--- src/rtl/cla_seq_pkg.sv ---
// rtl/cla_seq_pkg.sv - shared types and constants for the sequential CLA adder
package cla_seq_pkg;

  typedef enum logic [1:0] {
    IDLE,
    CALC,
    DONE
  } cla_seq_state_t;

  localparam int NIBBLE_W = 4;

endpackage

--- src/rtl/cla4badd.sv ---
// rtl/cla4badd.sv - 4-bit carry-lookahead adder, sum[4] is the carry-out
module cla4badd (
  input  logic [3:0] a,
  input  logic [3:0] b,
  input  logic       cin,
  output logic [4:0] sum
);

  logic [3:0] g;
  logic [3:0] p;
  logic [4:0] c;

  // Generate/propagate terms and flattened lookahead carries
  always_comb begin
    g    = a & b;
    p    = a ^ b;
    c[0] = cin;
    c[1] = g[0] | (p[0] & cin);
    c[2] = g[1] | (p[1] & g[0]) | (p[1] & p[0] & cin);
    c[3] = g[2] | (p[2] & g[1]) | (p[2] & p[1] & g[0]) | (p[2] & p[1] & p[0] & cin);
    c[4] = g[3] | (p[3] & g[2]) | (p[3] & p[2] & g[1]) | (p[3] & p[2] & p[1] & g[0])
         | (p[3] & p[2] & p[1] & p[0] & cin);
    sum  = {c[4], p ^ c[3:0]};
  end

endmodule

--- src/rtl/cla_seq_adder.sv ---
// rtl/cla_seq_adder.sv - nibble-serial WIDTH-bit adder; CLA_SEQ_SUB_EN adds subtract and overflow
module cla_seq_adder
  import cla_seq_pkg::*;
#(
  parameter int WIDTH = 16
) (
  input  logic             clk,
  input  logic             rst,
  input  logic             in_valid,
  output logic             in_ready,
  input  logic [WIDTH-1:0] in_a,
  input  logic [WIDTH-1:0] in_b,
  input  logic             in_cin,
  output logic             out_valid,
  input  logic             out_ready,
  output logic [WIDTH-1:0] out_sum,
  output logic             out_cout,
  output logic             busy
`ifdef CLA_SEQ_SUB_EN
  ,
  input  logic             in_sub,
  output logic             out_ovf
`endif
);

  localparam int NIB   = WIDTH / NIBBLE_W;
  localparam int IDX_W = (NIB > 1) ? $clog2(NIB) : 1;
  localparam logic [IDX_W-1:0] LAST_IDX = IDX_W'(NIB - 1);

  if ((WIDTH % NIBBLE_W) != 0 || WIDTH < NIBBLE_W) begin : g_bad_width
    $error("cla_seq_adder: WIDTH must be a positive multiple of 4");
  end

  cla_seq_state_t   state_q, state_d;
  logic [IDX_W-1:0] idx_q, idx_d;
  logic             carry_q, carry_d;
  logic [WIDTH-1:0] a_q, a_d;
  logic [WIDTH-1:0] b_q, b_d;
  logic [WIDTH-1:0] acc_q, acc_d;
  logic [WIDTH-1:0] out_sum_q, out_sum_d;
  logic             out_cout_q, out_cout_d;
  logic             out_valid_q, out_valid_d;
  logic             sub_sel;
  logic [4:0]       nib_sum;

`ifdef CLA_SEQ_SUB_EN
  logic out_ovf_q, out_ovf_d;
  assign sub_sel = in_sub;
  assign out_ovf = out_ovf_q;
`else
  assign sub_sel = 1'b0;
`endif

  // Operands are right-shifted each CALC cycle so the low nibble is always the active one
  cla4badd u_cla4badd (
    .a   (a_q[NIBBLE_W-1:0]),
    .b   (b_q[NIBBLE_W-1:0]),
    .cin (carry_q),
    .sum (nib_sum)
  );

  assign in_ready  = (state_q == IDLE) && !rst;
  assign busy      = (state_q != IDLE);
  assign out_valid = out_valid_q;
  assign out_sum   = out_sum_q;
  assign out_cout  = out_cout_q;

  // Next-state logic: accept in IDLE, one nibble per CALC cycle, hold result in DONE
  always_comb begin
    state_d     = state_q;
    idx_d       = idx_q;
    carry_d     = carry_q;
    a_d         = a_q;
    b_d         = b_q;
    acc_d       = acc_q;
    out_sum_d   = out_sum_q;
    out_cout_d  = out_cout_q;
    out_valid_d = out_valid_q;
`ifdef CLA_SEQ_SUB_EN
    out_ovf_d   = out_ovf_q;
`endif
    case (state_q)
      IDLE: begin
        if (in_valid) begin
          a_d     = in_a;
          b_d     = sub_sel ? ~in_b : in_b;
          carry_d = sub_sel ? 1'b1 : in_cin;
          idx_d   = '0;
          acc_d   = '0;
          state_d = CALC;
        end
      end
      CALC: begin
        a_d     = a_q >> NIBBLE_W;
        b_d     = b_q >> NIBBLE_W;
        carry_d = nib_sum[4];
        // New nibble enters at the top; after NIB shifts nibble 0 sits at the bottom
        acc_d   = (acc_q >> NIBBLE_W) | (WIDTH'(nib_sum[3:0]) << (WIDTH - NIBBLE_W));
        idx_d   = idx_q + IDX_W'(1);
        if (idx_q == LAST_IDX) begin
          idx_d       = '0;
          state_d     = DONE;
          out_valid_d = 1'b1;
          out_sum_d   = acc_d;
          out_cout_d  = nib_sum[4];
`ifdef CLA_SEQ_SUB_EN
          // Carry into the MSB xor carry out of the MSB
          out_ovf_d   = a_q[NIBBLE_W-1] ^ b_q[NIBBLE_W-1] ^ nib_sum[NIBBLE_W-1] ^ nib_sum[4];
`endif
        end
      end
      DONE: begin
        if (out_ready) begin
          out_valid_d = 1'b0;
          state_d     = IDLE;
        end
      end
      default: begin
        state_d = IDLE;
      end
    endcase
  end

  // State and registered outputs; reset discards any in-flight operation
  always_ff @(posedge clk) begin
    if (rst) begin
      state_q     <= IDLE;
      idx_q       <= '0;
      carry_q     <= 1'b0;
      a_q         <= '0;
      b_q         <= '0;
      acc_q       <= '0;
      out_sum_q   <= '0;
      out_cout_q  <= 1'b0;
      out_valid_q <= 1'b0;
`ifdef CLA_SEQ_SUB_EN
      out_ovf_q   <= 1'b0;
`endif
    end else begin
      state_q     <= state_d;
      idx_q       <= idx_d;
      carry_q     <= carry_d;
      a_q         <= a_d;
      b_q         <= b_d;
      acc_q       <= acc_d;
      out_sum_q   <= out_sum_d;
      out_cout_q  <= out_cout_d;
      out_valid_q <= out_valid_d;
`ifdef CLA_SEQ_SUB_EN
      out_ovf_q   <= out_ovf_d;
`endif
    end
  end

endmodule

--- config.mk ---
export PLATFORM = sky130hd
export DESIGN_NAME = cla_seq_adder
export DESIGN_NICKNAME = d
export VERILOG_FILES = /design/src/rtl/cla_seq_pkg.sv /design/src/rtl/cla4badd.sv /design/src/rtl/cla_seq_adder.sv
export SDC_FILE = /design/constraint.sdc
export NUM_CORES = 1
export LEC_CHECK = 0
export CORE_MARGIN = 2
export CORE_UTILIZATION = 55
export CTS_BUF_LIST = sky130_fd_sc_hd__clkbuf_8
export DETAILED_ROUTE_END_ITERATION = 7
export GPL_TIMING_DRIVEN = 0
export PLACE_DENSITY_LB_ADDON = 0.2
export SLEW_MARGIN = 25
export SYNTH_ARGS = -nofsm -noshare
export SYNTH_HDL_FRONTEND = slang
export SYNTH_SLANG_ARGS = --single-unit
--- constraint.sdc ---
create_clock -name clk -period 2.7 [get_ports clk]
set_clock_uncertainty 0.1 [all_clocks]
set_input_delay 0.27 -clock clk [delete_from_list [all_inputs] [get_ports clk]]
set_output_delay 0.27 -clock clk [all_outputs]
set_load 0.01 [all_outputs]
### After elaboration in Yosys (flattened, before gate mapping)

Cells that the tools add are included.
Widths: inputs -> output; s select.

| word-level totals | value |
|---|---|
| bits of input ports | 37 |
| logic and storage cells | 74 |
| register bits | 71 |
| output and inout bits | 20 |

| cells by class | value |
|---|---|
| eq/ne operators | 6 |
| bitwise logic cells | 30 |
| multiplexer cells | 18 |
| reduce and logical (&&, ||, !) cells | 10 |
| add/sub/neg operators | 1 |

Operators by type and width:

| kind | count |
|---|---|
| $pmux 16 s2 | 3 |
| $mux 16 | 3 |
| $and 1x1->1 | 16 |
| $or 12x16->16 | 1 |
| $mux 2 | 5 |
| $or 1x1->1 | 10 |
| $xor 4x4->4 | 2 |
| $ne 2x2->1 const B | 3 |
| $pmux 2 s3 | 1 |
| $reduce_and 3->1 | 2 |
| $reduce_bool 2->1 | 3 |
| $and 4x4->4 | 1 |
| $eq 2x2->1 const B | 2 |
| $pmux 1 s2 | 2 |
| $pmux 2 s2 | 1 |
| $reduce_and 2->1 | 2 |
| $mux 1 | 3 |
| $add 2x1->2 const B | 1 |
| $eq 2x1->1 const B | 1 |
| $logic_not 2->1 | 1 |
| $logic_and 1x1->1 | 1 |
| $logic_not 1->1 | 1 |

### Logic depth before layout (Yosys ltp)

| logic depth | value |
|---|---|
| depth in word-level cells | 8 |
| mapped depth | 6 |
| mapped depth without buffers | 4 |

### By module

Synthesis repeated with hierarchy kept, for this count alone.

| second synthesis, totals | value |
|---|---|
| cells, all modules | 300 |
| area, all modules | 2752.6 um2 |

Modules (own cells, without submodules):

| module | times used | area an instance (um2) | cells an instance | seq. area each (um2) |
|---|---|---|---|---|
| cla_seq_adder | 1 | 2605.0 | 283 | 1341.3 |
| cla4badd | 1 | 147.6 | 17 | 0.0 |

### Worst setup path after synthesis

Ideal clock, no wire load.

| timing | value |
|---|---|
| kind | register to register |
| start point | register a_q[1] |
| end point | register carry_q |
| path slack | 1.068 ns |
| required time | 2.481 ns |
| data arrival time | 1.414 ns |
| buffers on the path | 0 |
| clock period less this slack | 1.632 ns |
| setup time | 0.119 ns |
| cell stages (with the launch flop) | 5 |
| cells stage by stage | dfxtp_1 ha_1 and3_4 a221o_1 o221a_1 |

| between the ends | value |
|---|---|
| cells in the longest elaborated chain, start to end | 6 |
| elaborated cells on any way between the ends | 11 |
| classes of those cells | mux (1); bitwise (10) |

Ends and longest elaborated chain:

| element | RTL line | RTL |
|---|---|---|
| start: declaration | cla_seq_adder.sv:37 | `logic [WIDTH-1:0] a_q, a_d;` |
| start signal: assignment | cla_seq_adder.sv:130 | `a_q <= '0;` |
| start signal: assignment | cla_seq_adder.sv:143 | `a_q <= a_d;` |
| $and 4x4->4 / $xor 4x4->4 (equally long branches) | cla4badd.sv:15, cla4badd.sv:16 |  |
| $and 1x1->1, on equally long branches | cla4badd.sv:21, cla4badd.sv:22 |  |
| $or 1x1->1 (tied with other cells) | cla4badd.sv:21 | `c[4] = g[3] \| (p[3] & g[2]) \| (p[3] & p[2] & g[1]) \| (p[3] & p[2] & p[1] & g[0])` |
| $or 1x1->1 / $and 1x1->1 (equally long branches) | cla4badd.sv:21, cla4badd.sv:22 |  |
| $or 1x1->1 (*) | cla4badd.sv:22 | `\| (p[3] & p[2] & p[1] & p[0] & cin);` |
| $pmux 1 s2 (*) | cla_seq_adder.sv:82 | `case (state_q)` |
| end signal: assignment | cla_seq_adder.sv:142 | `carry_q <= carry_d;` |
| end: declaration | cla_seq_adder.sv:36 | `logic carry_q, carry_d;` |

Mark *: on every way between the ends. The rest lies on a longest branch, timed or not.
A chain may end at the register's enable or synchronous reset.

### Worst setup path in the final report

| timing | value |
|---|---|
| start point | register state_q[0] |
| end point | output in_ready |

| between the ends | value |
|---|---|
| cells in the longest elaborated chain, start to end | 2 |

Ends and longest elaborated chain:

| element | RTL line | RTL |
|---|---|---|
| start: declaration | cla_seq_adder.sv:34 | `cla_seq_state_t state_q, state_d;` |
| start signal: assignment | cla_seq_adder.sv:140 | `state_q <= state_d;` |
| $logic_not 2->1 | cla_seq_adder.sv:62 | `assign in_ready = (state_q == IDLE) && !rst;` |
| $logic_and 1x1->1 | cla_seq_adder.sv:62 |  |
| end: declaration | cla_seq_adder.sv:10 | `output logic in_ready,` |

No other way between the ends.

==> metrics.yaml <==
run_status:
  status: "finished, final reports clean"
detailed_routing:
  firstDrtPassIters: 4
  wl_per_cell_um: 15.85
  first_iter_violations: 239
  wl_mm: 7.417
  via_count: 2672
  ant_nets: 0
  via_per_inst: 5.709
  drc: 0
worst_setup_path:
  worst_setup_path_start_kind: "register"
  path_cells: "buf_6 -> buf_2 -> or2_2 -> nor2_1 -> clkdlybuf4s50_1"
  rrSetupSlack_ns: 0.94
  critical-path-max-stage-delay_ns: 0.54
  critPathRequiredTime_ns: 2.33
  slowest_stage: "clkdlybuf4s50_1"
  worst-path-max-fanout: 10
  crit_family: "buffers and inverters"
  crit_buf_inv: 3
  end_kind: "primary output"
  crit_arrival_ns: 1.89
  critical_path_class: "reg2out"
layout:
  fillers: 388
  ff_latch_area_um2: 1341
  diodes: 0
  nNetsFinal: 436
  multi_input_area_um2: 1445
  synthToLayoutAreaGrowth_pct: 29.57
  drive_gt1_share_pct: 16.58
pwr:
  clockPowerShare_pct: 42.5
  p_sw_share_pct: 24.70
  p_seq_share_pct: 44.0
  max-vdd-ir-drop_uv: 392.7
  leakagePower_nw: 1.468
  p_sw_mw: 0.6004
  powerDensity_nw_per_um2: 631.7
  pwr-share-comb_pct: 13.5
  p_int_mw: 1.831
clocking:
  clk_latency_ns: 0.35
  postCtsHoldBufs: 0
  cts_inserted_buffers: 9
  postCtsSetupRepairBufs: 0
  clk_pin_slew_worst_paths_ns: 0.08
  cts_resized: 0
  clockRootBuffer: "clkbuf_8"
  cts_tree: "yes"
  clockBufferDepth: 2
  cts.sinks: 67
  htreeDepth: 3
timing:
  rsz0062_at_grt: "false"
  slew_headroom_pct: 54.84
  slew_viol_final: 0
  worst_pin_slew_ns: 0.6774
  hold_viol_final: 0
  holdWs_ns: 0.2131
  tns_ns: 0
  fmax_mhz: 442.5
  finalCritPeriodShare_pct: 83.70
  period_minus_slack_ns: 2.260
  setup_viol: 0
job:
  maxCapViolCount: 0
floorplanning:
  rows: 26
  die_area_um2: 6005
  initial_core_util_pct: 57.43
  die_x_um: 77.49
  fp.dieH_um: 77.49
  ioPinCount: 57
  core_um2: 5172
global_route:
  antenna_found_initial: 0
  first_global_vias: 2628
  grt-ovfl-total: 0
  track_usage_pct: 26.64
  grt_start_max_net_pins: 13
  grt_pass1_wl_mm: 12.45
  grtUsageMet3_pct: 5.000
  grt-busiest-layer: "met2"
  grtUsageMet2_pct: 44.09
  met1_usage_pct: 33.36
placed_design:
  post-dp-hpwl_mm: 5.122
  globalplace.congestion: 0.8751
  numPortBuffers: 54
yosys:
  synth_cells: 328
  syn_avg_cell_area_um2: 9.056
  synth_seq_cells: 67
  synth_edf_count: 0
  syn_nets: 371
  asyncSetResetFlopFracSynth_pct: 0
  yosysWarnings: 0
  synth_top_flop_cell: "dfxtp_1"
  syn_area_um2: 2970
  yosysSeqAreaShare_pct: 45.16
  synthDistinctLibCells: 43
hold_path:
  hold_class: "in2reg"
## per-stage QoR
step	utilization (%)	area [µm²]	setup slack [ns]	total power [mW]	cells
6_report	74.41	3849	0.4401	2.431	468
5_1_grt	74.41	3849	0.3564	2.525	468
4_1_cts	74.41	3849	0.4277	2.431	468
3_5_place_dp	69.57	3598	0.8067	1.409	452
3_3_place_gp	69.57	3598	0.8286	1.401	452
2_1_floorplan	-	2970	1.068	1.296	328
## layer usage
layer,vias to the layer above,share of wire (%)
met5,-,0
li1,1283,-
met2,79,49
met3,17,4.2
met4,0,2.5
met1,1293,45
## sequential cells by signal (all words and copies together), names as in the netlist
name / flops
b_q: 16
out_cout: 1
carry_q: 1
state_q: 2
out_sum: 16
acc_q: 12
idx_q: 2
a_q: 16
out_valid: 1
## final cells by class
class | instances | area share [%]
multi-input cells | 232 | 37.55
clock inverters | 6 | 2.926
plain buffers | 26 | 4.486
flip-flops and latches | 67 | 34.85
repair buffers | 54 | 14.04
inverters | 3 | 0.2926
clock buffers | 10 | 3.576
well taps | 70 | 2.276
## layout by cell type (no fill, tap or decap), types with 3 or more instances in the layout
cell	instances
o221a_2	3
clkdlybuf4s50_1	54
nor2_1	53
clkbuf_1	5
a22oi_1	19
a21o_1	3
buf_2	12
nor2b_1	3
ha_1	5
dfxtp_1	67
buf_6	7
nand2_1	71
clkbuf_8	10
bufinv_16	3
a311oi_2	19
nand2b_1	3
a21oi_1	21
## cell families after synthesis
group	share of synthesized area, %
DFF	45.16
AOI/OAI and AO/OA	25.36
muxes	0.3370
buffers and inverters	6.192
xor gates and xnor gates	0.2949
adders and majority gates	2.780
and+or+nand+nor	19.88
## Yosys cell counts (2+ instances only)
cell type,number,area share (%)
a21oi_1,21,3.5
o221a_2,3,1.1
nand2_1,71,9.0
nor2b_1,3,0.63
buf_6,7,2.7
nand3_1,2,0.34
nor2_1,53,6.7
inv_1,2,0.25
a21o_1,3,0.76
a311oi_2,19,9.6
o21ai_0,2,0.34
nor3_1,2,0.34
buf_4,2,0.51
ha_1,5,2.1
buf_2,12,2.0
a211oi_1,2,0.51
dfxtp_1,67,45
nand2b_1,3,0.63
a22oi_1,19,4.8
a311oi_1,2,0.59
clkbuf_1,5,0.63
nand3b_1,2,0.51
## power groups by stage
stage	Sequential, mW	Clock [mW]	Combinational, mW
2_1_floorplan	1.08	0	0.216
3_3_place_gp	1.09	0	0.313
3_5_place_dp	1.09	0	0.319
4_1_cts	1.07	1.04	0.326
5_1_grt	1.07	1.09	0.359
6_report	1.07	1.03	0.328
## final timing paths
kind | start | end | cells after the start
max reg2reg | b_q[0] | carry_q | 4
max | state_q[0] | in_ready | 5
min reg2reg | out_sum[1] | out_sum[1] | 2
min | rst | out_sum[14] | 2
Power figures use the tool's default switching activity.
